### src/rtl/bvh_pkg.sv
// ============================================================================
// bvh_pkg : shared types, constants and float-ordering helpers for the BVH walk
// Revision: 1.0
// ============================================================================
`default_nettype none

package bvh_pkg;

   localparam int c_IDX_W = 24;
   localparam int c_T_W   = 32;

   typedef enum logic [1:0] {
      ST_IDLE  = 2'd0,
      ST_ISSUE = 2'd1,
      ST_WAIT  = 2'd2,
      ST_DONE  = 2'd3
   } state_t;

   // Maps an IEEE-754 single onto an unsigned total order (-0 sorts below +0)
   function automatic logic [31:0] float_key(input logic [31:0] f);
      return f[31] ? ~f : (f | 32'h8000_0000);
   endfunction

   function automatic logic is_nan(input logic [31:0] f);
      return (f[30:23] == 8'hFF) && (f[22:0] != 23'd0);
   endfunction

endpackage

`default_nettype wire

### src/rtl/bvh_traversal_ctrl_if.sv
// ============================================================================
// bvh_traversal_ctrl_if : ray control, child-pair input and fetch-index output
// Revision: 1.0
// ============================================================================
`default_nettype none

interface bvh_traversal_ctrl_if
   import bvh_pkg::*;
#(
   parameter int IDX_W = c_IDX_W,
   parameter int T_W   = c_T_W,
   parameter int DEPTH = 32
);
   logic                         ray_start;
   logic [IDX_W-1:0]             root_idx;
   logic                         in_valid;
   logic                         in_ready;
   logic [IDX_W-1:0]             in_lo_idx;
   logic [IDX_W-1:0]             in_hi_idx;
   logic [T_W-1:0]               in_lo_tmin;
   logic [T_W-1:0]               in_lo_tmax;
   logic [T_W-1:0]               in_hi_tmin;
   logic [T_W-1:0]               in_hi_tmax;
   logic                         out_valid;
   logic                         out_ready;
   logic [IDX_W-1:0]             out_idx;
   logic                         done;
   logic                         busy;
   logic                         overflow;
   logic [$clog2(DEPTH+1)-1:0]   depth;

   modport slave (
      input  ray_start, root_idx, in_valid, in_lo_idx, in_hi_idx,
             in_lo_tmin, in_lo_tmax, in_hi_tmin, in_hi_tmax, out_ready,
      output in_ready, out_valid, out_idx, done, busy, overflow, depth
   );

   modport master (
      output ray_start, root_idx, in_valid, in_lo_idx, in_hi_idx,
             in_lo_tmin, in_lo_tmax, in_hi_tmin, in_hi_tmax, out_ready,
      input  in_ready, out_valid, out_idx, done, busy, overflow, depth
   );

endinterface

`default_nettype wire

### src/rtl/bvh_node_stack.sv
// ============================================================================
// bvh_node_stack : LIFO of deferred far-child indices, combinational top read
// Revision: 1.0
// ============================================================================
`default_nettype none

module bvh_node_stack #(
   parameter int DEPTH = 32,
   parameter int IDX_W = 24,
   parameter int CNT_W = $clog2(DEPTH+1)
) (
   input  logic             clk,
   input  logic             reset,
   input  logic             clear,
   input  logic             push,
   input  logic             pop,
   input  logic [IDX_W-1:0] push_idx,
   output logic [IDX_W-1:0] top_idx,
   output logic             full,
   output logic             empty,
   output logic [CNT_W-1:0] count
);
   localparam int AW = (DEPTH > 1) ? $clog2(DEPTH) : 1;

   logic [IDX_W-1:0] r_mem [DEPTH];
   logic [CNT_W-1:0] r_count;
   logic [AW-1:0]    w_wr_ptr;
   logic [AW-1:0]    w_top_ptr;

   assign full      = (r_count == CNT_W'(DEPTH));
   assign empty     = (r_count == '0);
   assign count     = r_count;
   assign w_wr_ptr  = r_count[AW-1:0];
   assign w_top_ptr = AW'(r_count - 1'b1);
   assign top_idx   = r_mem[w_top_ptr];

   always_ff @(posedge clk or posedge reset) begin
      if (reset) begin
         r_count <= '0;
      end else if (clear) begin
         r_count <= '0;
      end else if (push && !full) begin
         r_count <= r_count + 1'b1;
      end else if (pop && !empty) begin
         r_count <= r_count - 1'b1;
      end
   end

   // Storage needs no reset: entries are only read below the count
   always_ff @(posedge clk) begin
      if (!clear && push && !full) begin
         r_mem[w_wr_ptr] <= push_idx;
      end
   end

endmodule

`default_nettype wire

### src/rtl/bvh_traversal_ctrl.sv
// ============================================================================
// bvh_traversal_ctrl : orders hit children near-to-far, defers far children
// Revision: 1.0
// ============================================================================
`default_nettype none

module bvh_traversal_ctrl
   import bvh_pkg::*;
#(
   parameter int IDX_W = c_IDX_W,
   parameter int T_W   = c_T_W,
   parameter int DEPTH = 32
) (
   input  logic                clk,
   input  logic                reset,
   bvh_traversal_ctrl_if.slave bus
);
   localparam int CNT_W = $clog2(DEPTH+1);

   state_t           r_state;
   state_t           w_state_nxt;
   logic [IDX_W-1:0] r_out_idx;
   logic [IDX_W-1:0] w_idx_nxt;
   logic [IDX_W-1:0] w_near_idx;
   logic [IDX_W-1:0] w_far_idx;
   logic [IDX_W-1:0] w_top_idx;
   logic             r_overflow;
   logic             w_push;
   logic             w_pop;
   logic             w_full;
   logic             w_empty;
   logic [CNT_W-1:0] w_count;
   logic [T_W-1:0]   w_lo_tmin, w_lo_tmax, w_hi_tmin, w_hi_tmax;
   logic             w_hit_lo, w_hit_hi, w_lo_near;
   logic             w_in_ready, w_out_valid, w_done, w_busy;

   assign w_lo_tmin = bus.in_lo_tmin;
   assign w_lo_tmax = bus.in_lo_tmax;
   assign w_hi_tmin = bus.in_hi_tmin;
   assign w_hi_tmax = bus.in_hi_tmax;

   assign w_hit_lo  = !is_nan(w_lo_tmin) && !is_nan(w_lo_tmax) &&
                      (float_key(w_lo_tmin) <= float_key(w_lo_tmax));
   assign w_hit_hi  = !is_nan(w_hi_tmin) && !is_nan(w_hi_tmax) &&
                      (float_key(w_hi_tmin) <= float_key(w_hi_tmax));
   assign w_lo_near = float_key(w_lo_tmin) <= float_key(w_hi_tmin);
   assign w_near_idx = w_lo_near ? bus.in_lo_idx : bus.in_hi_idx;
   assign w_far_idx  = w_lo_near ? bus.in_hi_idx : bus.in_lo_idx;

   bvh_node_stack #(
      .DEPTH (DEPTH),
      .IDX_W (IDX_W),
      .CNT_W (CNT_W)
   ) u_stack (
      .clk      (clk),
      .reset    (reset),
      .clear    (bus.ray_start),
      .push     (w_push),
      .pop      (w_pop),
      .push_idx (w_far_idx),
      .top_idx  (w_top_idx),
      .full     (w_full),
      .empty    (w_empty),
      .count    (w_count)
   );

   always_ff @(posedge clk or posedge reset) begin
      if (reset) begin
         r_state <= ST_IDLE;
      end else begin
         r_state <= w_state_nxt;
      end
   end

   // ray_start overrides any handshake in flight; the stack clears on it too
   always_comb begin
      w_state_nxt = r_state;
      w_idx_nxt   = r_out_idx;
      w_push      = 1'b0;
      w_pop       = 1'b0;
      if (bus.ray_start) begin
         w_state_nxt = ST_ISSUE;
         w_idx_nxt   = bus.root_idx;
      end else begin
         case (r_state)
            ST_ISSUE: if (bus.out_ready) w_state_nxt = ST_WAIT;
            ST_WAIT: begin
               if (bus.in_valid) begin
                  w_state_nxt = ST_ISSUE;
                  case ({w_hit_lo, w_hit_hi})
                     2'b11: begin
                        w_push    = 1'b1;
                        w_idx_nxt = w_near_idx;
                     end
                     2'b10: w_idx_nxt = bus.in_lo_idx;
                     2'b01: w_idx_nxt = bus.in_hi_idx;
                     default: begin
                        if (w_empty) begin
                           w_state_nxt = ST_DONE;
                        end else begin
                           w_pop     = 1'b1;
                           w_idx_nxt = w_top_idx;
                        end
                     end
                  endcase
               end
            end
            ST_DONE: w_state_nxt = ST_IDLE;
            default: w_state_nxt = r_state;
         endcase
      end
   end

   always_comb begin
      w_in_ready  = 1'b0;
      w_out_valid = 1'b0;
      w_done      = 1'b0;
      w_busy      = (r_state != ST_IDLE);
      case (r_state)
         ST_ISSUE: w_out_valid = 1'b1;
         ST_WAIT:  w_in_ready  = 1'b1;
         ST_DONE:  w_done      = 1'b1;
         default:  w_busy      = 1'b0;
      endcase
   end

   always_ff @(posedge clk or posedge reset) begin
      if (reset) begin
         r_out_idx  <= '0;
         r_overflow <= 1'b0;
      end else begin
         r_out_idx <= w_idx_nxt;
         if (bus.ray_start) begin
            r_overflow <= 1'b0;
         end else if (w_push && w_full) begin
            r_overflow <= 1'b1;
         end
      end
   end

   assign bus.in_ready  = w_in_ready;
   assign bus.out_valid = w_out_valid;
   assign bus.done      = w_done;
   assign bus.busy      = w_busy;
   assign bus.out_idx   = r_out_idx;
   assign bus.overflow  = r_overflow;
   assign bus.depth     = w_count;

endmodule

`default_nettype wire

### src/flat_wrapper.sv
// flat-port wrapper written by rule: the top's interface ports become plain ports
module bvh_traversal_ctrl_flat import bvh_pkg::*;
#(
   parameter int IDX_W = c_IDX_W,
   parameter int T_W   = c_T_W,
   parameter int DEPTH = 32
)
  (clk, reset, bus_ray_start, bus_root_idx, bus_in_valid, bus_in_lo_idx, bus_in_hi_idx, bus_in_lo_tmin, bus_in_lo_tmax, bus_in_hi_tmin, bus_in_hi_tmax, bus_out_ready, bus_in_ready, bus_out_valid, bus_out_idx, bus_done, bus_busy, bus_overflow, bus_depth);
  bvh_traversal_ctrl_if #(.IDX_W(IDX_W), .T_W(T_W), .DEPTH(DEPTH)) bus_i ();
  input  logic clk;
  input  logic reset;
  input wire logic [$bits(bus_i.ray_start)-1:0] bus_ray_start;
  input wire logic [$bits(bus_i.root_idx)-1:0] bus_root_idx;
  input wire logic [$bits(bus_i.in_valid)-1:0] bus_in_valid;
  input wire logic [$bits(bus_i.in_lo_idx)-1:0] bus_in_lo_idx;
  input wire logic [$bits(bus_i.in_hi_idx)-1:0] bus_in_hi_idx;
  input wire logic [$bits(bus_i.in_lo_tmin)-1:0] bus_in_lo_tmin;
  input wire logic [$bits(bus_i.in_lo_tmax)-1:0] bus_in_lo_tmax;
  input wire logic [$bits(bus_i.in_hi_tmin)-1:0] bus_in_hi_tmin;
  input wire logic [$bits(bus_i.in_hi_tmax)-1:0] bus_in_hi_tmax;
  input wire logic [$bits(bus_i.out_ready)-1:0] bus_out_ready;
  output wire logic [$bits(bus_i.in_ready)-1:0] bus_in_ready;
  output wire logic [$bits(bus_i.out_valid)-1:0] bus_out_valid;
  output wire logic [$bits(bus_i.out_idx)-1:0] bus_out_idx;
  output wire logic [$bits(bus_i.done)-1:0] bus_done;
  output wire logic [$bits(bus_i.busy)-1:0] bus_busy;
  output wire logic [$bits(bus_i.overflow)-1:0] bus_overflow;
  output wire logic [$bits(bus_i.depth)-1:0] bus_depth;
  assign bus_i.ray_start = bus_ray_start;
  assign bus_i.root_idx = bus_root_idx;
  assign bus_i.in_valid = bus_in_valid;
  assign bus_i.in_lo_idx = bus_in_lo_idx;
  assign bus_i.in_hi_idx = bus_in_hi_idx;
  assign bus_i.in_lo_tmin = bus_in_lo_tmin;
  assign bus_i.in_lo_tmax = bus_in_lo_tmax;
  assign bus_i.in_hi_tmin = bus_in_hi_tmin;
  assign bus_i.in_hi_tmax = bus_in_hi_tmax;
  assign bus_i.out_ready = bus_out_ready;
  assign bus_in_ready = bus_i.in_ready;
  assign bus_out_valid = bus_i.out_valid;
  assign bus_out_idx = bus_i.out_idx;
  assign bus_done = bus_i.done;
  assign bus_busy = bus_i.busy;
  assign bus_overflow = bus_i.overflow;
  assign bus_depth = bus_i.depth;
  bvh_traversal_ctrl #(.IDX_W(IDX_W), .T_W(T_W), .DEPTH(DEPTH)) u_core (.clk(clk), .reset(reset), .bus(bus_i));
endmodule
### config.mk
export PLATFORM = sky130hd
export DESIGN_NAME = bvh_traversal_ctrl_flat
export DESIGN_NICKNAME = d
export VERILOG_FILES = /design/src/rtl/bvh_pkg.sv /design/src/rtl/bvh_traversal_ctrl_if.sv /design/src/rtl/bvh_node_stack.sv /design/src/rtl/bvh_traversal_ctrl.sv /design/src/flat_wrapper.sv
export SDC_FILE = /design/constraint.sdc
export NUM_CORES = 1
export LEC_CHECK = 0
export BUFFER_PORTS_ARGS = -buffer_cell sky130_fd_sc_hd__buf_4
export CAP_MARGIN = 10
export CORE_ASPECT_RATIO = 1.75
export CORE_MARGIN = 3
export CORE_UTILIZATION = 30
export DETAILED_ROUTE_END_ITERATION = 6
export SLEW_MARGIN = 40
export SYNTH_ARGS = -nofsm -noshare
export SYNTH_HDL_FRONTEND = slang
export SYNTH_SLANG_ARGS = --single-unit
### constraint.sdc
create_clock -name clk -period 5.8 [get_ports clk]
set_input_delay 1.74 -clock clk [delete_from_list [all_inputs] [get_ports clk]]
set_output_delay 1.74 -clock clk [all_outputs]
set_load 0.01 [all_outputs]
== After elaboration in Yosys (flattened, before gate mapping) ==
Memory sizes are Yosys's and may differ from the RTL's.
Index checks and enable logic that the tools add are counted.

* Bits in registers: 33
* RAM bits: 768
* Bits of input ports: 205
* Output and inout bits: 35
* Word-level logic and storage cells: 100
* Memories kept: 1

* Add/sub/neg operators: 2
* $lt $le $gt $ge: 3
* Equal/unequal tests: 14
* Mux-type cells: 37
* Bitwise gates (word level): 4
* Reduce and logical (&&, ||, !) cells: 35

{| class="wikitable"
|+ Memory list
! name !! words !! width !! rd ports !! clocked after Yosys merged registers in !! write ports !! RTL line !! text
|-
| u_core.u_stack.r_mem || 32 || 24 || 1 || 0 || 1 || bvh_node_stack.sv:25 || <nowiki>logic [IDX_W-1:0] r_mem [DEPTH];</nowiki>
|}

{| class="wikitable"
|+ Operators with widths
! operator !! number
|-
| $mux W24 || 6
|-
| $mux W32 || 4
|-
| $not A32 Y32 || 4
|-
| $le A32 B32 Y1 || 3
|-
| $reduce_bool A23 Y1 || 4
|-
| $pmux W24 S3 || 1
|-
| $eq A8 B8 Y1 const B || 4
|-
| $mux W6 || 3
|-
| $mux W1 || 17
|-
| $logic_and A1 B1 Y1 || 13
|-
| $mux W2 || 5
|-
| $eq A2 B2 Y1 const B || 4
|-
| $reduce_bool A2 Y1 || 4
|-
| $logic_not A1 Y1 || 7
|-
| $add A6 B1 Y6 const B || 1
|-
| $eq A6 B6 Y1 const B || 1
|-
| $logic_not A6 Y1 || 1
|-
| $ne A3 B3 Y1 const B || 2
|-
| $pmux W2 S3 || 1
|-
| $reduce_and A3 Y1 || 2
|-
| $reduce_or A3 Y1 || 2
|-
| $sub A6 B1 Y6 const B || 1
|-
| $ne A5 B2 Y1 const B || 1
|-
| $eq A2 B1 Y1 const B || 2
|-
| 2 further kinds || 2
|}

== Depth between registers and ports, before layout ==
Gate-level depths: netlist (run 1).

* Depth in word-level cells: 15
* Gate-level depth with buffers: 16
* Mapped depth without buffers: 11

== Hierarchy ==
A second synthesis (run 1) with hierarchy kept.

* Cells, all modules: 2067
* Area, all modules: 36919.2 µm²

{| class="wikitable"
|+ By module, submodules not included
! module !! instances !! cells an instance !! area an instance (µm²) !! sequential area each (µm²)
|-
| bvh_node_stack || 1 || 1347 || 30591.8 || 23212.3
|-
| bvh_traversal_ctrl || 1 || 720 || 6327.3 || 675.6
|}

== Least setup slack after synthesis (run 1) ==
OpenSTA, ideal clock, no wires.

* Kind: input to register
* Start point: input port bus_in_hi_tmin[31]
* End point: memory u_core.u_stack.r_mem[0][0] (enable)
* Library setup time: 0.466 ns
* Data arrival time: 6.654 ns
* Data required time: 5.334 ns
* Setup slack: -1.320 ns
* Stages on the path: 13
* Buffers on the path: 4
* Path through: clkbuf_1 > buf_1 > xnor2_1 > inv_1 > ha_1 > a21oi_1 > o21ai_0 > a221o_1 > o311ai_1 > o211ai_1 > buf_2 > buf_1 > nor4_1

* Longest elaborated chain between the ends: 13

{| class="wikitable"
|+ RTL lines
! what !! RTL line !! text
|-
| start, declared || flat_wrapper.sv:19 || <nowiki>input wire logic [$bits(bus_i.in_hi_tmin)-1:0] bus_in_hi_tmin;</nowiki>
|-
| $not A32 Y32 || bvh_pkg.sv:21 || <nowiki>return f[31] ? ~f : (f | 32'h8000_0000);</nowiki>
|-
| $mux W32 (*) || bvh_pkg.sv:21 ||
|-
| $le A32 B32 Y1 (*) || bvh_traversal_ctrl.sv:45 || <nowiki>(float_key(w_hi_tmin) <= float_key(w_hi_tmax));</nowiki>
|-
| $logic_and A1 B1 Y1 (*) || bvh_traversal_ctrl.sv:44 || <nowiki>assign w_hit_hi = !is_nan(w_hi_tmin) && !is_nan(w_hi_tmax) &&</nowiki>
|-
| $eq A2 B2 Y1 (*) || bvh_traversal_ctrl.sv:90 || <nowiki>case ({w_hit_lo, w_hit_hi})</nowiki>
|-
| $mux W1 (*) || bvh_traversal_ctrl.sv:90 ||
|-
| $mux W1 (*) || bvh_traversal_ctrl.sv:88 || <nowiki>if (bus.in_valid) begin</nowiki>
|-
| $mux W1 (*) || bvh_traversal_ctrl.sv:85 || <nowiki>case (r_state)</nowiki>
|-
| $mux W1 (*) || bvh_traversal_ctrl.sv:81 || <nowiki>if (bus.ray_start) begin</nowiki>
|-
| $logic_and A1 B1 Y1 (*) (2 in a row) || bvh_node_stack.sv:51 || <nowiki>if (!clear && push && !full) begin</nowiki>
|-
| $mux W1 (*) || bvh_node_stack.sv:51 ||
|-
| $mux W1 (implied by the code) (*) || bvh_node_stack.sv:52 || <nowiki>r_mem[w_wr_ptr] <= push_idx;</nowiki>
|-
| end, declared || bvh_node_stack.sv:25 ||
|}

Mark *: on every way between the ends. The rest lies on a longest branch, timed or not.

== Worst setup path after layout (run 1) ==
* Start point: input port bus_in_hi_tmin[31]
* End point: register u_core.u_stack.r_count[4] (netlist: u_core.u_stack.count[4])

* Longest elaborated chain between the ends: 12
* Elaborated cells between the ends (all ways): 21
* Those cells by class: order compare: 1; eq/ne: 3; mux: 11; bitwise: 1; reduce/logical: 5

{| class="wikitable"
|+ RTL lines
! what !! RTL line !! text
|-
| $not A32 Y32 || bvh_pkg.sv:21 ||
|-
| $mux W32 (*) || bvh_pkg.sv:21 ||
|-
| $le A32 B32 Y1 (*) || bvh_traversal_ctrl.sv:45 ||
|-
| $logic_and A1 B1 Y1 (*) || bvh_traversal_ctrl.sv:44 ||
|-
| $eq A2 B2 Y1 / $eq A2 B1 Y1 (equally long branches) || bvh_traversal_ctrl.sv:90 ||
|-
| $reduce_or A3 Y1 (no line) / $mux W1 (equally long branches) || n/a ||
|-
| $mux W1, on equally long branches || bvh_traversal_ctrl.sv:90, bvh_traversal_ctrl.sv:88 ||
|-
| $mux W1, on equally long branches || bvh_traversal_ctrl.sv:88, bvh_traversal_ctrl.sv:85 ||
|-
| $mux W1, on equally long branches || bvh_traversal_ctrl.sv:85, bvh_traversal_ctrl.sv:81 ||
|-
| $mux W1 / $logic_and A1 B1 Y1 (equally long branches) || bvh_traversal_ctrl.sv:81, bvh_node_stack.sv:42 ||
|-
| $logic_and A1 B1 Y1 / $mux W6 (equally long branches) || bvh_node_stack.sv:44, bvh_node_stack.sv:42 ||
|-
| $reduce_bool A3 Y1 (no line) / $mux W6 (equally long branches) || n/a ||
|-
| end signal, assigned || bvh_node_stack.sv:43 || <nowiki>r_count <= r_count + 1'b1;</nowiki>
|-
| end signal, assigned || bvh_node_stack.sv:45 || <nowiki>r_count <= r_count - 1'b1;</nowiki>
|-
| end, declared || bvh_node_stack.sv:26 || <nowiki>logic [CNT_W-1:0] r_count;</nowiki>
|}

Marks and branches as above.
A chain may end at the register's enable or synchronous reset.

==> run metrics, run 1 <==
Clock Tree Buf Depth=3; largest net degree at the start of global routing=95; Post-CTS Hold Fix Bufs=0; Synthesized Nets=2,196; synthesized area=0.0355 sq mm; fill count=10,700; Sequential Power Share=50.0%; vias in the first global route=21,500; Finish-stage setup viols=0; floorplan core area=0.117 sq mm; Post-Place Setup Slack=-97.9 ps; Yosys top cell by area=edfxtp_1; switching share of power=24.5%; status=completed; Logic pwr share=12.7%; FFs w/ async S/R, synth=4.12%; Routed Wire Length=111 mm; Setup Buffers After CTS=0; total number of vias=20,000; initial antenna violation count=6; met2 usage=34.1%; WL/cell=28.8 um; Crit Path Category=input pin to flop; Clk pwr share=37.3%; violation count after the first detailed-route iteration=1,714; DR pass1 iterations=5; Final Max Tran Viols=0; Fmax=0.195 GHz; first-pass GRT wire length=157 mm; M1 GR Usage=19.2%; H-tree lvl count=3; later-pin clock latency in the skew report=660 ps; Post-DRT Antenna Nets=0; Setup Skew=41.5 ps; Yosys cell types=66; post-CTS resize count=0; Hold Fails Final Rpt=0; Crit path arrival time=5650 ps; Slew headroom=47.3%; Root Buffer Master=clkbuf_16; Synth Instances=1,890; io pins=240; GR Util met3=2.93%; Mean Syn Cell Area=18.8 sq um; #FFs+latches synth=801; unrepaired setup endpoints after global routing=no; cell count of the worst hold path=2; setup ws final=661 ps; Internal=0.00990 W; Final period util=88.6%; maxcap violations=0; total track usage=18.0%; drc violations=0; top cells by area, synth=edfxtp_1, mux4_2, ha_1; register area share after synthesis=67.4%; Area growth syn-to-layout=23.1%; non-filler cells, final=3,844; Power Density=301 mW/mm^2; Post-synth EDFFs=768; global route overflow=0; total net switching power=0.00321 W; dpl cells=3,706; die height=461 um; share of layout cells above drive strength 1=35.7%; CP Capture Type=flop; GRT busiest layer=met2; DP HPWL=78.4 mm; Min Clock Period, post-route=5140 ps; DIE AREA=0.122 sq mm; Ys Warns=0; Hold Path Class=flop to flop; Tightest Pin Transition=790 ps; initial core utilization=30.3%; TritonCTS clock tree=built; CTS sink cnt=801; Die X=266 um; DR vias/cell=5.21; crit-path max FO=11; gpl congestion=0.945; site row count=166; Worst setup SP type=input pin; Static Leak=14.4 nW; depth of the worst register-to-register path=10; final net count=2,578; Top FF cell, synth=edfxtp_1; cts bufs inserted=75; Max VDD drop=0.196 mV; count of input and output buffers=239; Clock transition at path regs=70 ps; Required @ worst endpoint=6310 ps; hold slack=483 ps; post-synth top area share=65.1%
-- state kept, by name, indices dropped and copies added (netlist names) --
signal and flops:
u_core.bus.out_idx 24, u_core.r_state 2, u_core.u_stack.r_mem 768, u_core.bus.overflow 1, u_core.u_stack.count 6
-- critical path: stages --
cell and delay (ps):
buf_4 180, buf_4 210, xnor2_1 280, inv_1 80
ha_1 300, nand4_1 220, nor4_1 650, buf_4 230
o311ai_1 100, buf_4 160, o211ai_1 170, buf_4 260
buf_4 200, nand4_1 200, buf_4 240, and2_1 150
o32ai_1 280
-- cells by family after synthesis --
kind of cell / count (synthesis) / synth area share [%]
AOI/OAI and AO/OA: 171 / 3.68
xor gates and xnor gates: 128 / 3.18
muxes: 276 / 16.4
buffers and inverters: 153 / 1.90
DFF: 801 / 67.4
and+or+nand+nor: 260 / 3.92
adders and majority gates: 101 / 3.56
-- power groups by stage --
stage | combinational, W | clock, W | sequential, W
after CTS | 0.00168 | 0.00501 | 0.00656
after detailed placement | 0.00167 | 0 | 0.00668
after floorplan | 0.000807 | 0 | 0.00669
final | 0.00166 | 0.00490 | 0.00656
after global routing | 0.00179 | 0.00523 | 0.00656
after global placement | 0.00164 | 0 | 0.00668
-- cell usage after synthesis (2+ instances only) --
cell type and count:
ha_1 101, nand4_1 39, and3_1 2, nor2_1 44, edfxtp_1 768, buf_6 5, o211ai_1 5, nor3_1 12
nor4_1 26, inv_1 55, dfrtp_1 33, o211a_1 3, and2_1 3, a21o_1 11, buf_2 31, nor3_2 3
nor2b_1 44, o31ai_1 23, nand3b_1 3, mux4_2 240, o31a_1 2, nand3_1 19, or4_1 2, or2_2 2
o21ai_0 10, or3_1 3, or3b_2 2, mux2_1 2, a221oi_1 7, mux2i_1 7, a222oi_1 23, xor2_1 57
o221ai_1 6, nand2_1 49, buf_4 6, a21oi_1 38, nand2b_1 3, clkbuf_1 39, a211o_1 19, a22oi_1 3
mux2_2 27, a2111o_1 2, buf_1 17, o21ai_1 3, xnor2_1 70
-- cell type report --
cell class	count	area, sq um	area share (%)
Clock buffer	89	1970	4.52
Multi-Input combinational cell	936	11200	25.6
Inverter	55	206	0.473
Sequential cell	801	23900	54.7
Tap cell	1512	1890	4.33
Clock inverter	45	452	1.03
Timing Repair Buffer	403	4070	9.32
Antenna cell	3	7.51	0.0172
-- metal layers --
metal | part of all wire, % | up-vias
li1 | - | 8555
met1 | 35 | 10500
met2 | 55 | 788
met3 | 5.5 | 171
met4 | 5.3 | 0
met5 | 0 | -
-- path summary, 6_finish.rpt --
check                                           to               startpoint  slack, ps
hold reg to reg             u_core.bus.out_idx[13]   u_core.bus.out_idx[13]        480
min in group asynchronous   u_core.bus.out_idx[23]                    reset       1230
setup / recovery           u_core.u_stack.count[4]       bus_in_hi_tmin[31]        660
setup reg to reg             u_core.bus.out_idx[2]  u_core.u_stack.count[1]       1570
max in group asynchronous  u_core.u_stack.count[0]                    reset       3980
hold / removal              u_core.bus.out_idx[13]   u_core.bus.out_idx[13]        480
-- placed cells by master, fill, tap and decap left out, types with 10 or more instances in the layout --
master / n
nand2_1: 49
clkbuf_1: 12
a21oi_1: 38
nor4_1: 25
a211o_1: 19
clkinv_1: 16
buf_4: 318
clkbuf_16: 77
ha_1: 100
nor2_2: 16
nand3_1: 19
xor2_1: 56
nand4_1: 39
a222oi_1: 23
nor2b_1: 44
nor2_4: 15
dfrtp_1: 31
buf_12: 77
xnor2_1: 68
a21o_1: 11
o31ai_1: 23
edfxtp_1: 768
nor3_1: 10
inv_1: 54
mux4_2: 240
mux2_2: 27
nor2_1: 13
o21ai_0: 10
-- per-stage QoR --
step | TNS (ps) | utilization (%) | cell area, sq um | power [W]
after CTS | 0 | 37.2 | 43600 | 0.0132
after floorplan | -256990 | - | 35500 | 0.00750
after global placement | -5610 | 35.1 | 41100 | 0.00832
after global routing | 0 | 37.3 | 43600 | 0.0136
final | 0 | 37.3 | 43600 | 0.0131
after detailed placement | -324 | 35.1 | 41200 | 0.00836
Note: power is estimated with default switching activity, not from simulation.
==> run 2, diff against run 1 <==
Settings changed: PLACE_DENSITY_LB_ADDON from default to 0.15.
==> run 2 against run 1 <==
- the flow now finishes with violations (DRC)
- sequential share of layout area shrank 0.69 points
- clock power grew 2%
- sequential power is essentially flat
- via count decreased by 0.42%
- non-clock buffer count increased by 33
- sequential cell count is the same
- final area up 1.3%
- maximum frequency is 1.1% lower
- combinational power hardly changed
- worst hold slack worse by 2.3 ps
- first-iteration DRC count decreased by 12%
- highest routed layer unchanged
==> run metrics, run 2 (same netlist as run 1, synthesis figures left out) <==
first-pass GRT wire length=164 mm; vias in the first global route=21,600; die height=461 um; Biggest register=u_core.u_stack.r_mem; gpl congestion=0.897; Tightest Pin Transition=848 ps; TritonCTS clock tree=built; Routed Wire Length=117 mm; largest net degree at the start of global routing=89; most frequent cells in the layout=edfxtp_1, buf_4, mux4_2, ha_1, clkbuf_16; Final Max Tran Viols=0; WL/cell=30.1 um; critical path launch point=bus_in_hi_tmin[31]; post-CTS resize count=0; Area growth syn-to-layout=24.7%; total number of vias=19,900; Die X=266 um; failing checks=DRC; Crit Path Category=input pin to flop; most common cell after layout, fill and taps aside=edfxtp_1; Crit path arrival time=5550 ps; DIE AREA=0.122 sq mm; drc violations=1; unrepaired setup endpoints after global routing=no; depth of the worst register-to-register path=9; DR vias/cell=5.13; Hold Path Class=flop to flop; status=finished, violations left; io pins=240; Finish-stage setup viols=0; max reg flops=768; hold slack=480 ps; CP Capture Type=flop; flop-to-flop setup slack=1900 ps; site row count=166; Setup Skew=30.1 ps; Worst setup SP type=input pin; initial core utilization=30.3%; Required @ worst endpoint=6150 ps; Total Power=0.0132 W; Power Density=299 mW/mm^2; CTS sink cnt=801; cts bufs inserted=76; Final Util=37.7%; Static Leak=14.7 nW; Clock Tree Buf Depth=3; DR pass1 iterations=7; CP Capture Point=u_core.u_stack.r_mem[20][20]; Clock transition at path regs=70 ps; DP HPWL=84.2 mm; Critical R2R Launch=u_core.u_stack.count[1]; Slew headroom=42.9%; fill count=10,800; hold_sp=u_core.bus.out_idx[15]; Post-DRT Antenna Nets=0; total track usage=19.1%; Post-Place Setup Slack=-15.5 ps; maxcap violations=0; crit-path max FO=14; setup ws final=602 ps; Post-CTS Hold Fix Bufs=0; Max VDD drop=0.211 mV; later-pin clock latency in the skew report=670 ps; share of layout cells above drive strength 1=36.8%; Setup Buffers After CTS=0; Final period util=89.6%; count of input and output buffers=239; reg2reg end=u_core.bus.out_idx[16]; final net count=2,612; Fmax=0.192 GHz; violation count after the first detailed-route iteration=1,502; Hold Fails Final Rpt=0; initial antenna violation count=10; Root Buffer Master=clkbuf_16; Min Clock Period, post-route=5200 ps; global route overflow=0; H-tree lvl count=3; floorplan core area=0.117 sq mm
[run 2: worst min path at each step]
stage | to | slack (ps) | cells after the start
final | u_core.bus.out_idx[15] | 480 | 2
after global placement | u_core.bus.out_idx[16] | 470 | 2
after global routing | u_core.bus.out_idx[20] | 510 | 2
after CTS | u_core.bus.out_idx[15] | 480 | 2
after floorplan | u_core.bus.out_idx[0] | 520 | 2
after detailed placement | u_core.bus.out_idx[15] | 470 | 2
[run 2: layout make-up]
| cell class | instances | area, sq um | share of cell area [%] |
|---|---|---|---|
| timing repair buffer | 436 | 4480 | 10.1 |
| tap | 1512 | 1890 | 4.28 |
| clock inverter | 50 | 489 | 1.11 |
| antenna | 10 | 25.0 | 0.0566 |
| sequential | 801 | 23900 | 54.1 |
| clock buffer | 87 | 1990 | 4.49 |
| multi-input combinational | 936 | 11200 | 25.4 |
| inverter | 55 | 209 | 0.473 |
[run 2: worst max-delay path: stages]
cell,delay [ps]
buf_4,180
buf_4,190
xor2_1,310
ha_1,330
nand4_1,220
nor2_1,90
a221o_1,380
o311ai_1,380
o211ai_1,240
nor3_2,290
buf_4,170
nand2_1,90
buf_12,150
nor2_4,510
buf_16,230
[run 2: per-stage QoR]
step           instance area [sq um]  setup TNS, ps  std cells
4_1_cts                        44100              0       3876
5_1_grt                        44200              0       3885
3_5_place_dp                   41700           -158       3739
6_report                       44200              0       3887
2_1_floorplan                  35500        -256990       1890
3_3_place_gp                   41100         -59860       3712
[run 2: per-layer routing]
layer | routed length [um] | global-route usage, % | up-vias
met2 | 64700 | 36.3 | 572
met4 | 5660 | 9.53 | 0
met1 | 41600 | 20.5 | 10600
met5 | 0 | 0 | -
li1 | - | - | 8637
met3 | 5110 | 2.89 | 153
[run 2: report_power, final]
| part | total (W) | internal (W) | switching (W) | leakage, nW |
|---|---|---|---|---|
| Clock | 0.00499 | 0.00276 | 0.00223 | 1.20 |
| Sequential | 0.00656 | 0.00653 | 0.0000362 | 7.31 |
| Combinational | 0.00169 | 0.000710 | 0.000979 | 6.19 |
==> run 3, diff against run 2 <==
Clock period 5.8 ns to 4.8 ns, I/O delays scaled along.
==> run 3 against run 2 <==
- the flow still finishes with violations (DRC)
- first-iteration DRC count decreased by 0.93%
- power increased by 23%
- routed wire length shrank 1.4%
- via count grew 1.0%
- die area unchanged
- combinational power up 25%
- largest cell class unchanged
==> run metrics, run 3 (same netlist as run 1, synthesis figures left out) <==
floorplan core area=0.117 sq mm; unrepaired setup endpoints after global routing=no; CP Capture Type=flop; Fin Setup TNS=0 ps; WL/cell=29.5 um; post-CTS resize count=0; Root Buffer Master=clkbuf_16; violation count after the first detailed-route iteration=1,488; first-pass GRT wire length=162 mm; hold slack=484 ps; Routed Wire Length=115 mm; Final Max Tran Viols=0; metal3 WL=5.77 mm; global route overflow=0; Tightest Pin Transition=821 ps; Clock transition at path regs=70 ps; Power Density=363 mW/mm^2; Crit path arrival time=5060 ps; Finish-stage setup viols=0; depth of the worst register-to-register path=9; WL met2=64.1 mm; reg2reg end=u_core.bus.out_idx[6]; top sig layer=met5; multi-input logic area=0.0113 sq mm; DP HPWL=81.9 mm; site row count=166; initial core utilization=30.3%; final net count=2,648; critical path launch point=bus_in_hi_tmin[31]; cts bufs inserted=73; DRT met1 WL=40.7 mm; slowest stage cell, crit path=o311ai_2; most common cell after layout, fill and taps aside=edfxtp_1; TritonCTS clock tree=built; max reg flops=768; initial antenna violation count=7; Required @ worst endpoint=5150 ps; Setup Skew=12.4 ps; Final period util=98.1%; post-route cell area=0.0447 sq mm; Critical R2R Launch=u_core.u_stack.count[0]; gpl congestion=0.930; share of layout cells above drive strength 1=38.8%; Area growth syn-to-layout=26.2%; FF/Latch Area=0.0239 sq mm; Setup Buffers After CTS=0; Worst setup SP type=input pin; critical path depth in cells=15; die height=461 um; DR vias/cell=5.14; Post-DRT Antenna Nets=0; Clock Tree Buf Depth=3; status=finished, violations left; CP most frequent cell=buf_12; CP Buf/Inv Count=5; Static Leak=15.0 nW; Slew headroom=45.3%; H-tree lvl count=3; later-pin clock latency in the skew report=660 ps; delay-heaviest family, CP=compound AO/OA/AOI/OAI gates; largest net degree at the start of global routing=72; maxcap violations=0; most frequent cells in the layout=edfxtp_1, buf_4, mux4_2, buf_12, ha_1; total number of vias=20,100; Cell Chain, Critical Path=buf_4 > buf_12 > xor2_1 > ha_1 > nand4_1 > nor2_1 > a221o_1 > o311ai_2 > o211ai_1 > buf_4 > nor3_4 > buf_12 > nand2_4 > nor2_4 > buf_12; flop-to-flop setup slack=1040 ps; dpl cell area=0.0422 sq mm; Fmax=0.212 GHz; Die X=266 um; failing checks=DRC; Final Util=38.2%; vias in the first global route=21,900; count of input and output buffers=239; fill count=10,800; CP max stage delay=470 ps; crit-path max FO=15; CTS sink cnt=801; Post-Place Setup Slack=-579 ps; Biggest register=u_core.u_stack.r_mem; Min Clock Period, post-route=4710 ps; drc violations=7; CP Capture Point=u_core.u_stack.r_mem[24][23]; Hold Path Class=flop to flop; DR pass1 iterations=7; setup ws final=93.3 ps; Max VDD drop=0.244 mV; io pins=240; total track usage=18.8%; DIE AREA=0.122 sq mm; Post-CTS Hold Fix Bufs=0; Hold Fails Final Rpt=0; Crit Path Category=input pin to flop
run 3: cell types whose count changed in the layout (fill, tap and decap cells not counted), sizes merged, moves of 3 or more:
cell	change
clkinv	-14
buf	+39
diode	-8
bufinv	+3
clkbuf	+5
run 3: routing by layer:
metal,up-vias,global-route usage (%)
met2,633,36.4
met3,164,3.27
met1,10600,20.0
met5,-,0
met4,10,7.62
li1,8695,-
run 3: where the power goes:
group          switching (W)  total (W)  internal, W
logic                0.00118    0.00211     0.000922
registers          0.0000480    0.00793      0.00788
clock network        0.00270    0.00622      0.00352
total                0.00393     0.0163       0.0123
run 3: area by class of cell:
| type | instances | share of cell area, % |
|---|---|---|
| inverter | 55 | 0.467 |
| tap | 1512 | 4.23 |
| sequential | 801 | 53.4 |
| clock inverter | 43 | 1.18 |
| clock buffer | 92 | 4.52 |
| antenna | 2 | 0.0112 |
| multi-input combinational | 936 | 25.3 |
| timing repair buffer | 475 | 10.9 |
run 3: worst min path at each step:
stage | start | endpoint | cells past startpoint
CTS | u_core.bus.out_idx[14] | u_core.bus.out_idx[14] | 2
detailed placement | u_core.bus.out_idx[14] | u_core.bus.out_idx[14] | 2
global route | u_core.bus.out_idx[17] | u_core.bus.out_idx[17] | 2
finish | u_core.bus.out_idx[14] | u_core.bus.out_idx[14] | 2
floorplan | u_core.bus.out_idx[0] | u_core.bus.out_idx[0] | 2
global placement | u_core.bus.out_idx[17] | u_core.bus.out_idx[17] | 2
run 3: through the flow:
step / std cells / total power [W]
3_3_place_gp: 3779 / 0.0102
4_1_cts: 3914 / 0.0165
5_1_grt: 3915 / 0.0168
2_1_floorplan: 1890 / 0.00909
3_5_place_dp: 3779 / 0.0102
6_report: 3916 / 0.0163
run 3: worst register-to-register path, cell delays in order, from the launching register on:
cell and delay, ps:
dfrtp_4 540, inv_1 180, ha_1 430, xor2_4 600, buf_12 260, mux4_2 530
nor2b_1 220, a211o_1 400, a222oi_1 370, o31ai_1 120
